File: config.mk
export PLATFORM = sky130hd
export DESIGN_NAME = mem_stage
export DESIGN_NICKNAME = d
export VERILOG_FILES = /design/src/rtl/riscv_pkg.sv /design/src/rtl/lsu_align.sv /design/src/rtl/mem_stage.sv
export SDC_FILE = /design/constraint.sdc
export NUM_CORES = 1
export LEC_CHECK = 0
export CORE_MARGIN = 5
export CORE_UTILIZATION = 55
export DETAILED_ROUTE_END_ITERATION = 10
export DONT_BUFFER_PORTS = 1
export PLACE_DENSITY = 0.7
export SETUP_SLACK_MARGIN = 0.02
export SLEW_MARGIN = 25
export SYNTH_ARGS = -nofsm -noshare
export SYNTH_HDL_FRONTEND = slang
export SYNTH_SLANG_ARGS = --single-unit
File: constraint.sdc
create_clock -name clk -period 24.8 [get_ports clk]
set_input_delay 6.2 -clock clk [delete_from_list [all_inputs] [get_ports clk]]
set_output_delay 6.2 -clock clk [all_outputs]
set_load 0.01 [all_outputs]
File: src/rtl/riscv_pkg.sv
// Shared RV32I memory-stage definitions: writeback selects, store/load
// encodings, the memory FSM state type and access-size helpers.
package riscv_pkg;

  // Writeback select encodings (ResultSrc)
  localparam logic [2:0] RES_ALU = 3'd0;
  localparam logic [2:0] RES_MEM = 3'd1;
  localparam logic [2:0] RES_PC4 = 3'd2;

  // Store size (StoreSrc)
  localparam logic [1:0] ST_SB = 2'b00;
  localparam logic [1:0] ST_SH = 2'b01;
  localparam logic [1:0] ST_SW = 2'b10;

  // Load funct3 (LoadSrc)
  localparam logic [2:0] LD_LB  = 3'b000;
  localparam logic [2:0] LD_LH  = 3'b001;
  localparam logic [2:0] LD_LW  = 3'b010;
  localparam logic [2:0] LD_LBU = 3'b100;
  localparam logic [2:0] LD_LHU = 3'b101;

  typedef enum logic {
    IDLE = 1'b0,
    WAIT = 1'b1
  } mstate_t;

  typedef enum logic [1:0] {
    SZ_BYTE = 2'd0,
    SZ_HALF = 2'd1,
    SZ_WORD = 2'd2
  } msize_t;

  // Access width; unknown store/load encodings behave as full words.
  function automatic msize_t access_size(input logic       is_store,
                                         input logic [1:0] st_src,
                                         input logic [2:0] ld_src);
    msize_t sz;
    sz = SZ_WORD;
    if (is_store) begin
      case (st_src)
        ST_SB:   sz = SZ_BYTE;
        ST_SH:   sz = SZ_HALF;
        default: sz = SZ_WORD;
      endcase
    end else begin
      case (ld_src)
        LD_LB, LD_LBU: sz = SZ_BYTE;
        LD_LH, LD_LHU: sz = SZ_HALF;
        default:       sz = SZ_WORD;
      endcase
    end
    return sz;
  endfunction

  function automatic logic misaligned(input msize_t sz, input logic [1:0] a);
    return ((sz == SZ_HALF) && a[0]) || ((sz == SZ_WORD) && (a != 2'b00));
  endfunction

endpackage

File: src/rtl/lsu_align.sv
// Combinational byte-lane logic for the data-memory port.
//  is_store_i  : M instruction is a store (selects store size encoding)
//  st_src_i    : store size, ld_src_i : load funct3
//  addr_lo_i   : effective address bits [1:0]
//  wdata_i     : rs2 store data        -> wdata_o : lane-replicated store data
//                                      -> be_o    : byte enables (0 for non-stores)
//  rdata_i     : memory read word      -> ld_data_o : extracted/extended load value
module lsu_align
  import riscv_pkg::*;
#(
  parameter int unsigned XLEN = 32
) (
  input  logic            is_store_i,
  input  logic [1:0]      st_src_i,
  input  logic [2:0]      ld_src_i,
  input  logic [1:0]      addr_lo_i,
  input  logic [XLEN-1:0] wdata_i,
  input  logic [XLEN-1:0] rdata_i,
  output logic [XLEN-1:0] wdata_o,
  output logic [3:0]      be_o,
  output logic [XLEN-1:0] ld_data_o
);

  logic [7:0]  byte_sel;
  logic [15:0] half_sel;

  // Store lane replication and byte enables
  always_comb begin : store_lanes
    wdata_o = wdata_i;
    be_o    = 4'b0000;
    if (is_store_i) begin
      case (access_size(1'b1, st_src_i, ld_src_i))
        SZ_BYTE: begin
          wdata_o = {4{wdata_i[7:0]}};
          be_o    = 4'(4'b0001 << addr_lo_i);
        end
        SZ_HALF: begin
          wdata_o = {2{wdata_i[15:0]}};
          be_o    = addr_lo_i[1] ? 4'b1100 : 4'b0011;
        end
        default: be_o = 4'b1111;
      endcase
    end
  end

  // Load lane select and sign/zero extension
  always_comb begin : load_extract
    byte_sel = rdata_i[7:0];
    case (addr_lo_i)
      2'd1:    byte_sel = rdata_i[15:8];
      2'd2:    byte_sel = rdata_i[23:16];
      2'd3:    byte_sel = rdata_i[31:24];
      default: byte_sel = rdata_i[7:0];
    endcase
    half_sel = addr_lo_i[1] ? rdata_i[31:16] : rdata_i[15:0];
    case (ld_src_i)
      LD_LB:   ld_data_o = {{24{byte_sel[7]}}, byte_sel};
      LD_LH:   ld_data_o = {{16{half_sel[15]}}, half_sel};
      LD_LBU:  ld_data_o = {24'd0, byte_sel};
      LD_LHU:  ld_data_o = {16'd0, half_sel};
      default: ld_data_o = rdata_i;
    endcase
  end

endmodule

File: src/rtl/mem_stage.sv
// RV32I memory stage: EX/M and M/W pipeline registers, req/ready data-memory
// port with wait-state stalling, misalign suppression and bus timeout.
//  clk, reset          : clock, async active-high reset
//  *E inputs           : execute-stage controls, address, store data, rd, PC+4
//  ALUResultM/RdM/RegWriteM : M-stage values for forwarding
//  StallM              : freeze IF..M while an access waits
//  MisalignM/BusErrM   : one-cycle fault pulses (access dropped)
//  DMem*               : data-memory request port
//  *W outputs          : writeback-stage values
module mem_stage
  import riscv_pkg::*;
#(
  parameter int unsigned XLEN    = 32,
  parameter int unsigned RA_W    = 5,
  parameter int unsigned TIMEOUT = 16
) (
  input  logic            clk,
  input  logic            reset,
  input  logic            RegWriteE,
  input  logic            MemWriteE,
  input  logic [2:0]      ResultSrcE,
  input  logic [1:0]      StoreSrcE,
  input  logic [2:0]      LoadSrcE,
  input  logic [XLEN-1:0] ALUResultE,
  input  logic [XLEN-1:0] WriteDataE,
  input  logic [RA_W-1:0] RdE,
  input  logic [XLEN-1:0] PCPlus4E,
  output logic [XLEN-1:0] ALUResultM,
  output logic [RA_W-1:0] RdM,
  output logic            RegWriteM,
  output logic            StallM,
  output logic            MisalignM,
  output logic            BusErrM,
  output logic            DMemReq,
  output logic            DMemWe,
  output logic [XLEN-1:0] DMemAddr,
  output logic [XLEN-1:0] DMemWData,
  output logic [3:0]      DMemBe,
  input  logic            DMemReady,
  input  logic [XLEN-1:0] DMemRData,
  output logic            RegWriteW,
  output logic [2:0]      ResultSrcW,
  output logic [XLEN-1:0] ALUResultW,
  output logic [XLEN-1:0] ReadDataW,
  output logic [RA_W-1:0] RdW,
  output logic [XLEN-1:0] PCPlus4W
);

  localparam int unsigned CNT_W = $clog2(TIMEOUT + 1);

  // EX/M register
  logic            regwrite_m_q, memwrite_m_q;
  logic [2:0]      resultsrc_m_q, loadsrc_m_q;
  logic [1:0]      storesrc_m_q;
  logic [XLEN-1:0] aluresult_m_q, writedata_m_q, pcplus4_m_q;
  logic [RA_W-1:0] rd_m_q;

  // M/W register
  logic            regwrite_w_q;
  logic [2:0]      resultsrc_w_q;
  logic [XLEN-1:0] aluresult_w_q, readdata_w_q, pcplus4_w_q;
  logic [RA_W-1:0] rd_w_q;

  // FSM
  mstate_t         state_q, state_d;
  logic [CNT_W-1:0] cnt_q, cnt_d;

  logic            mem_op_c, is_load_c, misaligned_c;
  logic            req_c, stall_c, misalign_c, buserr_c, done_c;
  logic [XLEN-1:0] ld_data_c;

  assign mem_op_c     = memwrite_m_q | (resultsrc_m_q == RES_MEM);
  assign is_load_c    = ~memwrite_m_q & (resultsrc_m_q == RES_MEM);
  assign misaligned_c = misaligned(access_size(memwrite_m_q, storesrc_m_q, loadsrc_m_q),
                                   aluresult_m_q[1:0]);

  lsu_align #(.XLEN(XLEN)) u_align (
    .is_store_i (memwrite_m_q),
    .st_src_i   (storesrc_m_q),
    .ld_src_i   (loadsrc_m_q),
    .addr_lo_i  (aluresult_m_q[1:0]),
    .wdata_i    (writedata_m_q),
    .rdata_i    (DMemRData),
    .wdata_o    (DMemWData),
    .be_o       (DMemBe),
    .ld_data_o  (ld_data_c)
  );

  // Access FSM state register
  always_ff @(posedge clk or posedge reset) begin : fsm_reg
    if (reset) begin
      state_q <= IDLE;
      cnt_q   <= '0;
    end else begin
      state_q <= state_d;
      cnt_q   <= cnt_d;
    end
  end

  // Access FSM next state; ready wins over timeout in the final wait cycle
  always_comb begin : fsm_next
    state_d    = state_q;
    cnt_d      = cnt_q;
    req_c      = 1'b0;
    stall_c    = 1'b0;
    misalign_c = 1'b0;
    buserr_c   = 1'b0;
    done_c     = 1'b0;
    case (state_q)
      IDLE: begin
        if (mem_op_c) begin
          if (misaligned_c) begin
            misalign_c = 1'b1;
          end else begin
            req_c = 1'b1;
            if (DMemReady) begin
              done_c = 1'b1;
            end else begin
              stall_c = 1'b1;
              state_d = WAIT;
              cnt_d   = CNT_W'(1);
            end
          end
        end
      end
      WAIT: begin
        if (DMemReady) begin
          req_c   = 1'b1;
          done_c  = 1'b1;
          state_d = IDLE;
          cnt_d   = '0;
        end else if (cnt_q == CNT_W'(TIMEOUT)) begin
          buserr_c = 1'b1;
          state_d  = IDLE;
          cnt_d    = '0;
        end else begin
          req_c   = 1'b1;
          stall_c = 1'b1;
          cnt_d   = cnt_q + CNT_W'(1);
        end
      end
      default: begin
        state_d = IDLE;
        cnt_d   = '0;
      end
    endcase
  end

  // EX/M register: frozen while the current access is stalled
  always_ff @(posedge clk or posedge reset) begin : ex_m_reg
    if (reset) begin
      regwrite_m_q  <= 1'b0;
      memwrite_m_q  <= 1'b0;
      resultsrc_m_q <= '0;
      storesrc_m_q  <= '0;
      loadsrc_m_q   <= '0;
      aluresult_m_q <= '0;
      writedata_m_q <= '0;
      rd_m_q        <= '0;
      pcplus4_m_q   <= '0;
    end else if (!stall_c) begin
      regwrite_m_q  <= RegWriteE;
      memwrite_m_q  <= MemWriteE;
      resultsrc_m_q <= ResultSrcE;
      storesrc_m_q  <= StoreSrcE;
      loadsrc_m_q   <= LoadSrcE;
      aluresult_m_q <= ALUResultE;
      writedata_m_q <= WriteDataE;
      rd_m_q        <= RdE;
      pcplus4_m_q   <= PCPlus4E;
    end
  end

  // M/W register: bubble while stalled, dropped accesses retire without a write
  always_ff @(posedge clk or posedge reset) begin : m_w_reg
    if (reset) begin
      regwrite_w_q  <= 1'b0;
      resultsrc_w_q <= '0;
      aluresult_w_q <= '0;
      readdata_w_q  <= '0;
      rd_w_q        <= '0;
      pcplus4_w_q   <= '0;
    end else if (stall_c) begin
      regwrite_w_q  <= 1'b0;
      resultsrc_w_q <= '0;
      aluresult_w_q <= '0;
      readdata_w_q  <= '0;
      rd_w_q        <= '0;
      pcplus4_w_q   <= '0;
    end else begin
      regwrite_w_q  <= regwrite_m_q & ~misalign_c & ~buserr_c;
      resultsrc_w_q <= resultsrc_m_q;
      aluresult_w_q <= aluresult_m_q;
      readdata_w_q  <= (done_c & is_load_c) ? ld_data_c : '0;
      rd_w_q        <= rd_m_q;
      pcplus4_w_q   <= pcplus4_m_q;
    end
  end

  assign ALUResultM = aluresult_m_q;
  assign RdM        = rd_m_q;
  assign RegWriteM  = regwrite_m_q;
  assign StallM     = stall_c;
  assign MisalignM  = misalign_c;
  assign BusErrM    = buserr_c;
  assign DMemReq    = req_c;
  assign DMemWe     = req_c & memwrite_m_q;
  assign DMemAddr   = {aluresult_m_q[XLEN-1:2], 2'b00};

  assign RegWriteW  = regwrite_w_q;
  assign ResultSrcW = resultsrc_w_q;
  assign ALUResultW = aluresult_w_q;
  assign ReadDataW  = readdata_w_q;
  assign RdW        = rd_w_q;
  assign PCPlus4W   = pcplus4_w_q;

endmodule

==> run_summary.xml, run 1 <==
<?xml version="1.0" encoding="UTF-8"?>
<metrics>
  <group name="synthesis">
    <metric name="yosys.area_share.xor_xnor" unit="%">0.181</metric>
    <metric name="synth.top_cells.by_area" unit="">sky130_fd_sc_hd__dfrtp_1, sky130_fd_sc_hd__mux2_4, sky130_fd_sc_hd__and2_1, sky130_fd_sc_hd__mux2_2, sky130_fd_sc_hd__buf_4</metric>
    <metric name="synth.top_cells.by_count" unit="">sky130_fd_sc_hd__dfrtp_1, sky130_fd_sc_hd__mux2_4, sky130_fd_sc_hd__and2_1</metric>
    <metric name="postSynthCellCount" unit="">699</metric>
    <metric name="yosysMostFrequentCell" unit="">sky130_fd_sc_hd__dfrtp_1</metric>
    <metric name="synthesis.area_per_instance" unit="um2">13.8</metric>
    <metric name="unique_masters_post_synth" unit="">52</metric>
    <metric name="synth_compound_area_share" unit="%">5.00</metric>
    <metric name="synth_top_family_by_area" unit="">multiplexers</metric>
    <metric name="synth_top_cell_area_share" unit="%">57.5</metric>
    <metric name="post_synth_instance_area" unit="mm2">0.00967</metric>
    <metric name="post-synth-top-area-cell" unit="">sky130_fd_sc_hd__dfrtp_1</metric>
    <metric name="synth-main-ff-cell" unit="">sky130_fd_sc_hd__dfrtp_1</metric>
    <metric name="yosys_warnings" unit="">0</metric>
    <metric name="synth_simple_gate_area_share" unit="%">9.41</metric>
    <metric name="synth-edff-count" unit="">0</metric>
    <metric name="synth.mux.area_fraction" unit="%">20.4</metric>
    <metric name="seq_area_frac_synth" unit="%">57.5</metric>
    <metric name="yosys_register_bits" unit="">222</metric>
    <metric name="synth_fa_ha_area_share" unit="%">0.259</metric>
    <metric name="async_reset_ff_share" unit="%">100</metric>
  </group>
  <group name="global_route">
    <metric name="global_route.overflow_total" unit="">0</metric>
    <metric name="grt_util_all_layers" unit="%">19.9</metric>
    <metric name="antenna_found_initial" unit="">0</metric>
    <metric name="number_of_global_route_vias_before_repair" unit="">5463</metric>
    <metric name="grt_start_max_net_pins" unit="">183</metric>
    <metric name="global_route_wire_length_before_repair" unit="um">32200</metric>
  </group>
  <group name="placement">
    <metric name="port_buffers" unit="">0</metric>
    <metric name="gp_routability_congestion" unit="">0.834</metric>
    <metric name="dp_hpwl" unit="um">14600</metric>
    <metric name="dp_slack" unit="ns">11.57</metric>
    <metric name="dp.cells" unit="">849</metric>
    <metric name="place_area" unit="mm2">0.00935</metric>
  </group>
  <group name="sta">
    <metric name="post-route-min-period" unit="ns">13.23</metric>
    <metric name="final-max-slew-violation-count" unit="">0</metric>
    <metric name="postLayoutSetupSlackWorst" unit="ns">11.57</metric>
    <metric name="fin_tns_setup" unit="ns">0</metric>
    <metric name="slew_headroom" unit="%">28.6</metric>
    <metric name="worstMarginPinSlew" unit="ns">1.07</metric>
    <metric name="finalSetupViolations" unit="">0</metric>
    <metric name="fin_skew" unit="ns">0.0212</metric>
    <metric name="timing_hold_violations_final" unit="">0</metric>
    <metric name="fin_worst_hold_slack" unit="ns">0.483</metric>
    <metric name="rsz0062_at_grt" unit="">no</metric>
    <metric name="final_worst_path_period_share" unit="%">53.4</metric>
    <metric name="maxClockFrequency" unit="GHz">0.0756</metric>
  </group>
  <group name="power_and_ir_drop">
    <metric name="max-vdd-ir-drop" unit="mV">0.0841</metric>
    <metric name="power.switching" unit="mW">0.538</metric>
    <metric name="relative_contribution_of_the_clock_network_to_total_power" unit="%">25.4</metric>
    <metric name="internal_power" unit="mW">0.975</metric>
    <metric name="total_leakage_power" unit="nW">4.80</metric>
    <metric name="power.share.switching" unit="%">35.6</metric>
    <metric name="relative_contribution_of_combinational_cells_to_total_power" unit="%">29.2</metric>
    <metric name="power.density" unit="mW/mm2">148</metric>
    <metric name="power.sequential.fraction" unit="%">45.4</metric>
  </group>
  <group name="job">
    <metric name="max_cap_violations" unit="">0</metric>
  </group>
  <group name="outcome">
    <metric name="outcome" unit="">complete, no violations</metric>
  </group>
  <group name="cts">
    <metric name="clock_tree.root_cell" unit="">sky130_fd_sc_hd__clkbuf_16</metric>
    <metric name="ctsHoldBuffers" unit="">0</metric>
    <metric name="max-clock-path-buffers" unit="">3</metric>
    <metric name="htreeDepth" unit="">1</metric>
    <metric name="post_cts.resized_instances" unit="">0</metric>
    <metric name="tritoncts" unit="">yes</metric>
    <metric name="clock_sink_count" unit="">222</metric>
    <metric name="numCtsBuffers" unit="">23</metric>
    <metric name="clkTransAtPathRegs" unit="ns">0.06</metric>
    <metric name="cts_post_setup_buffers_inserted" unit="">0</metric>
    <metric name="clk-insertion-delay-late" unit="ns">0.51</metric>
  </group>
  <group name="floorplanning">
    <metric name="design.portCount" unit="">362</metric>
    <metric name="die_h" unit="um">143</metric>
    <metric name="std_cell_rows" unit="">48</metric>
    <metric name="die_outline_area" unit="mm2">0.0203</metric>
    <metric name="core-area" unit="mm2">0.0173</metric>
    <metric name="starting_density_of_the_core" unit="%">55.9</metric>
    <metric name="fp.dieW" unit="um">143</metric>
  </group>
  <group name="critical_path">
    <metric name="timing_worst_setup_path_type" unit="">input port to output pin</metric>
    <metric name="critical-path-slowest-cell" unit="">sky130_fd_sc_hd__nor2b_2</metric>
    <metric name="critical_path_required" unit="ns">18.60</metric>
    <metric name="critical_path_peak_fanout" unit="">6</metric>
    <metric name="timing.reg2reg.setup_slack" unit="ns">21.61</metric>
    <metric name="rr_startpoint" unit="">loadsrc_m_q[1]</metric>
    <metric name="r2r_cells" unit="">5</metric>
    <metric name="rr_endpoint" unit="">ALUResultM[5]</metric>
    <metric name="cp_cell_sequence" unit="">and2b_1, nor2b_2, a31oi_4, inv_1</metric>
    <metric name="setup.worst_path.end_class" unit="">output pin</metric>
    <metric name="timing.critical_path.arrival" unit="ns">7.03</metric>
    <metric name="critical-path-max-stage-delay" unit="ns">0.34</metric>
    <metric name="critical_path_start_type" unit="">input port</metric>
  </group>
  <group name="drt">
    <metric name="dr_vias_cell" unit="">5.69</metric>
    <metric name="detail_route.drc_violations" unit="">0</metric>
    <metric name="first_pass_iters" unit="">4</metric>
    <metric name="drt_iter0_markers" unit="">289</metric>
    <metric name="drt-wirelength-per-cell" unit="um">23.8</metric>
    <metric name="antenna_left" unit="">0</metric>
    <metric name="finalWirelength" unit="um">21200</metric>
    <metric name="count_of_vias_placed_by_the_detailed_router" unit="">5076</metric>
  </group>
  <group name="min_path">
    <metric name="timing.hold.worst_endpoint" unit="">PCPlus4W[13]</metric>
    <metric name="hold_path.class" unit="">flop to flop</metric>
    <metric name="holdPathStages" unit="">1</metric>
    <metric name="startpoint_of_the_lowest_slack_hold_path" unit="">pcplus4_m_q[13]</metric>
  </group>
  <group name="final_layout">
    <metric name="num-nets-final" unit="">797</metric>
    <metric name="fill_cells" unit="">1343</metric>
    <metric name="stdcell_area" unit="mm2">0.0102</metric>
    <metric name="flow.area_growth_from_synthesis" unit="%">5.71</metric>
    <metric name="drive_gt1_share" unit="%">27.9</metric>
    <metric name="layoutNonFillerInstCount" unit="">892</metric>
  </group>
</metrics>
## power groups by stage
| stage | logic, mW | clock network (mW) | registers (mW) |
|---|---|---|---|
| after floorplan | 0.489 | 0 | 0.612 |
| after global routing | 0.479 | 0.408 | 0.709 |
| after global placement | 0.427 | 0 | 0.689 |
| after detailed placement | 0.442 | 0 | 0.694 |
| after CTS | 0.444 | 0.392 | 0.692 |
| final | 0.442 | 0.384 | 0.687 |
## worst max-delay path, delay by kind of cell
kind / cells / cell delay (ns)
simple gates: 2 / 0.57
compound gates: 1 / 0.08
buf+inv: 1 / 0.19
## cell type report
class | instances | area [um2] | share of cell area, %
flip-flops and latches | 222 | 5560 | 54.4
multi-input cells | 387 | 3420 | 33.5
clock buffers | 32 | 669 | 6.55
well taps | 225 | 282 | 2.75
clock inverters | 10 | 194 | 1.90
inverters | 12 | 57.6 | 0.563
repair buffers | 3 | 35.0 | 0.343
diodes | 1 | 2.50 | 0.0245
## cells by family (layout without fill, tap and decap cells)
logic type / Yosys count / after routing
other: 1 / 3
multiplexers: 144 / 144
XOR/XNOR: 2 / 2
buffers and inverters: 91 / 57
AND/OR/NAND/NOR: 162 / 162
AO/OA/AOI/OAI: 75 / 75
adder cells (fa/ha/maj): 2 / 2
flip-flops: 222 / 222
## worst max path at each step
| stage | start | end | slack [ns] | depth (start not counted) |
|---|---|---|---|---|
| after floorplan | DMemReady | StallM | 11.42 | 6 |
| after global placement | DMemReady | StallM | 11.61 | 4 |
| after detailed placement | DMemReady | StallM | 11.57 | 4 |
| after CTS | DMemReady | StallM | 11.57 | 4 |
| after global routing | DMemReady | StallM | 11.51 | 4 |
| final | DMemReady | StallM | 11.57 | 4 |
## per-stage QoR
stage,utilization [%],total power [mW]
after floorplan,-,1.10
after global placement,54.0,1.12
after detailed placement,54.0,1.14
after CTS,59.0,1.53
after global routing,59.1,1.60
final,59.1,1.51
## flip-flops by register name, summed over array words and instances, names as in the netlist
register and count:
ALUResultM 32, ALUResultW 32, PCPlus4W 32, ReadDataW 32, pcplus4_m_q 32, writedata_m_q 32
RdM 5, RdW 5, cnt_q 5, ResultSrcW 3, loadsrc_m_q 3, resultsrc_m_q 3
storesrc_m_q 2, RegWriteM 1, RegWriteW 1, memwrite_m_q 1, state_q 1
## layer usage
metal	vias to the layer above	GRT usage, %	share of wire [%]
met4	0	5.65	2.3
li1	2236	-	-
met5	-	0	0
met2	268	32.2	49
met3	34	8.74	11
met1	2538	24.6	38
## layout by cell type, fill, tap and decap left out, drive strengths merged, types with 8 or more instances in the layout
master,instances
a21oi,35
a22oi,8
and2,73
clkbuf,32
dfrtp,222
inv,12
mux2,133
mux2i,11
nand2,19
nor2,21
nor3,20
o21ai,14
Note: power is estimated with default switching activity, not from simulation.
==> inputs of run 2 (changes only) <==
- clock period: 24.8 -> 13.7 ns (I/O delays scaled with it)
==> run 2 against run 1 <==
  * Critical path depth unchanged
  * First-iteration DRC count fell by 19%
  * Count of clock-buffer cells in the layout is 4 lower
  * Clock skew is 0.0092 ns lower
==> run_summary.xml, run 2 (same netlist as run 1, synthesis figures left out) <==
<?xml version="1.0" encoding="UTF-8"?>
<metrics>
  <group name="final_layout">
    <metric name="layout.cells.most_common" unit="">sky130_fd_sc_hd__dfrtp_1</metric>
    <metric name="flow.area_growth_from_synthesis" unit="%">5.00</metric>
    <metric name="insertedDiodeCount" unit="">0</metric>
    <metric name="layoutNonFillerInstCount" unit="">894</metric>
    <metric name="finalCoreUtilization" unit="%">58.7</metric>
    <metric name="layout.cells.most_common_list" unit="">sky130_fd_sc_hd__dfrtp_1, sky130_fd_sc_hd__mux2_4, sky130_fd_sc_hd__and2_1</metric>
    <metric name="drive_gt1_share" unit="%">28.3</metric>
    <metric name="num-nets-final" unit="">800</metric>
    <metric name="stdcell_area" unit="mm2">0.0101</metric>
  </group>
  <group name="global_route">
    <metric name="antenna_found_initial" unit="">0</metric>
    <metric name="grt_start_max_net_pins" unit="">92</metric>
    <metric name="number_of_global_route_vias_before_repair" unit="">5539</metric>
    <metric name="global_route_wire_length_before_repair" unit="um">32800</metric>
    <metric name="grt_util_all_layers" unit="%">20.3</metric>
    <metric name="global_route.overflow_total" unit="">0</metric>
  </group>
  <group name="drt">
    <metric name="met1_length" unit="um">7780</metric>
    <metric name="detail_route.drc_violations" unit="">0</metric>
    <metric name="count_of_vias_placed_by_the_detailed_router" unit="">5201</metric>
    <metric name="first_pass_iters" unit="">5</metric>
    <metric name="drt_iter0_markers" unit="">235</metric>
    <metric name="highest-signal-layer" unit="">met4</metric>
    <metric name="finalWirelength" unit="um">21300</metric>
    <metric name="drt-wirelength-per-cell" unit="um">23.8</metric>
    <metric name="antenna_left" unit="">0</metric>
    <metric name="dr_vias_cell" unit="">5.82</metric>
    <metric name="detailroute.wirelength.met3" unit="um">2600</metric>
    <metric name="wl_met2" unit="um">10300</metric>
  </group>
  <group name="critical_path">
    <metric name="setup.worst_path.end_class" unit="">output pin</metric>
    <metric name="critical_path_required" unit="ns">10.27</metric>
    <metric name="timing.reg2reg.setup_slack" unit="ns">10.10</metric>
    <metric name="timing.critical_path.arrival" unit="ns">4.91</metric>
    <metric name="critical-path-slowest-cell" unit="">sky130_fd_sc_hd__a31oi_4</metric>
    <metric name="timing_worst_setup_path_type" unit="">input port to output pin</metric>
    <metric name="r2r_cells" unit="">5</metric>
    <metric name="critical_path_peak_fanout" unit="">25</metric>
    <metric name="rr_endpoint" unit="">ALUResultM[22]</metric>
    <metric name="critical_path_start_type" unit="">input port</metric>
    <metric name="crit_end" unit="">StallM</metric>
    <metric name="setup.worst_path.start" unit="">DMemReady</metric>
    <metric name="rr_startpoint" unit="">ALUResultM[1]</metric>
    <metric name="cp_cell_sequence" unit="">and2b_1, nor2b_2, a31oi_4, inv_1</metric>
    <metric name="critical-path-max-stage-delay" unit="ns">0.81</metric>
  </group>
  <group name="cts">
    <metric name="cts_post_setup_buffers_inserted" unit="">0</metric>
    <metric name="post_cts.resized_instances" unit="">0</metric>
    <metric name="clock_tree.root_cell" unit="">sky130_fd_sc_hd__clkbuf_16</metric>
    <metric name="clk-insertion-delay-late" unit="ns">0.51</metric>
    <metric name="tritoncts" unit="">yes</metric>
    <metric name="clock_sink_count" unit="">222</metric>
    <metric name="numCtsBuffers" unit="">24</metric>
    <metric name="htreeDepth" unit="">1</metric>
    <metric name="max-clock-path-buffers" unit="">3</metric>
    <metric name="clkTransAtPathRegs" unit="ns">0.06</metric>
    <metric name="ctsHoldBuffers" unit="">0</metric>
  </group>
  <group name="power_and_ir_drop">
    <metric name="power.sequential.fraction" unit="%">46.5</metric>
    <metric name="total_power" unit="mW">2.68</metric>
    <metric name="power.share.switching" unit="%">36.4</metric>
    <metric name="internal_power" unit="mW">1.71</metric>
    <metric name="relative_contribution_of_combinational_cells_to_total_power" unit="%">29.7</metric>
    <metric name="max-vdd-ir-drop" unit="mV">0.171</metric>
    <metric name="power.density" unit="mW/mm2">264</metric>
    <metric name="relative_contribution_of_the_clock_network_to_total_power" unit="%">23.8</metric>
    <metric name="power.switching" unit="mW">0.977</metric>
    <metric name="total_leakage_power" unit="nW">4.77</metric>
  </group>
  <group name="placement">
    <metric name="gp_routability_congestion" unit="">0.839</metric>
    <metric name="place_area" unit="mm2">0.00935</metric>
    <metric name="dp_hpwl" unit="um">15000</metric>
    <metric name="dp_slack" unit="ns">5.38</metric>
    <metric name="port_buffers" unit="">0</metric>
    <metric name="dp.cells" unit="">851</metric>
  </group>
  <group name="floorplanning">
    <metric name="core-area" unit="mm2">0.0173</metric>
    <metric name="starting_density_of_the_core" unit="%">55.9</metric>
    <metric name="std_cell_rows" unit="">48</metric>
    <metric name="fp.dieW" unit="um">143</metric>
    <metric name="design.portCount" unit="">362</metric>
    <metric name="die_h" unit="um">143</metric>
    <metric name="die_outline_area" unit="mm2">0.0203</metric>
  </group>
  <group name="sta">
    <metric name="fin_tns_setup" unit="ns">0</metric>
    <metric name="fin_skew" unit="ns">0.0120</metric>
    <metric name="final-max-slew-violation-count" unit="">0</metric>
    <metric name="rsz0062_at_grt" unit="">no</metric>
    <metric name="slew_headroom" unit="%">31.6</metric>
    <metric name="final_worst_path_period_share" unit="%">60.9</metric>
    <metric name="post-route-min-period" unit="ns">8.34</metric>
    <metric name="timing_hold_violations_final" unit="">0</metric>
    <metric name="maxClockFrequency" unit="GHz">0.120</metric>
    <metric name="postLayoutSetupSlackWorst" unit="ns">5.36</metric>
    <metric name="worstMarginPinSlew" unit="ns">1.03</metric>
    <metric name="finalSetupViolations" unit="">0</metric>
    <metric name="fin_worst_hold_slack" unit="ns">0.482</metric>
  </group>
  <group name="outcome">
    <metric name="outcome" unit="">complete, no violations</metric>
  </group>
  <group name="job">
    <metric name="max_cap_violations" unit="">0</metric>
  </group>
  <group name="min_path">
    <metric name="hold_path.class" unit="">flop to flop</metric>
  </group>
</metrics>
-- run 2: cell count changes in the layout (fill, tap and decap cells not counted), sizes merged, moves of 2 or more --
cell / delta
clkinv: +4
buf: +2
clkbuf: -4
bufinv: -2
clkinvlp: +2
-- run 2: layout make-up --
type                    count  area (um2)
clock buffers              28         616
clock inverters            15         173
fillers                  1357        7150
inverters                  12        52.6
multi-input cells         387        3430
flip-flops and latches    222        5560
well taps                 225         282
repair buffers              5        41.3
-- run 2: per-layer routing --
metal	up-vias	global-route usage [%]
li1	2250	-
met1	2612	24.7
met2	297	33.0
met3	42	8.33
met4	0	6.55
met5	-	0
-- run 2: worst min path at each step --
stage / depth (start not counted) / to / slack (ns) / from
after floorplan: 1 / PCPlus4W[0] / 0.45 / pcplus4_m_q[0]
after global placement: 1 / PCPlus4W[15] / 0.47 / pcplus4_m_q[15]
after detailed placement: 1 / PCPlus4W[14] / 0.47 / pcplus4_m_q[14]
after CTS: 1 / PCPlus4W[14] / 0.48 / pcplus4_m_q[14]
after global routing: 1 / PCPlus4W[6] / 0.50 / pcplus4_m_q[6]
final: 1 / PCPlus4W[14] / 0.48 / pcplus4_m_q[14]
-- run 2: worst max-delay path, delay by kind of cell --
family,cells,cell delay [ns]
AOI/OAI and AO/OA,1,0.81
buffers and inverters,1,0.26
and+or+nand+nor,2,0.40
-- run 2: power by group through the flow --
stage / Sequential [mW] / Combinational [mW] / Clock (mW)
finish: 1.25 / 0.796 / 0.638
global route: 1.28 / 0.866 / 0.682
CTS: 1.25 / 0.804 / 0.654
detailed placement: 1.26 / 0.797 / 0
global placement: 1.25 / 0.772 / 0
floorplan: 1.11 / 0.885 / 0
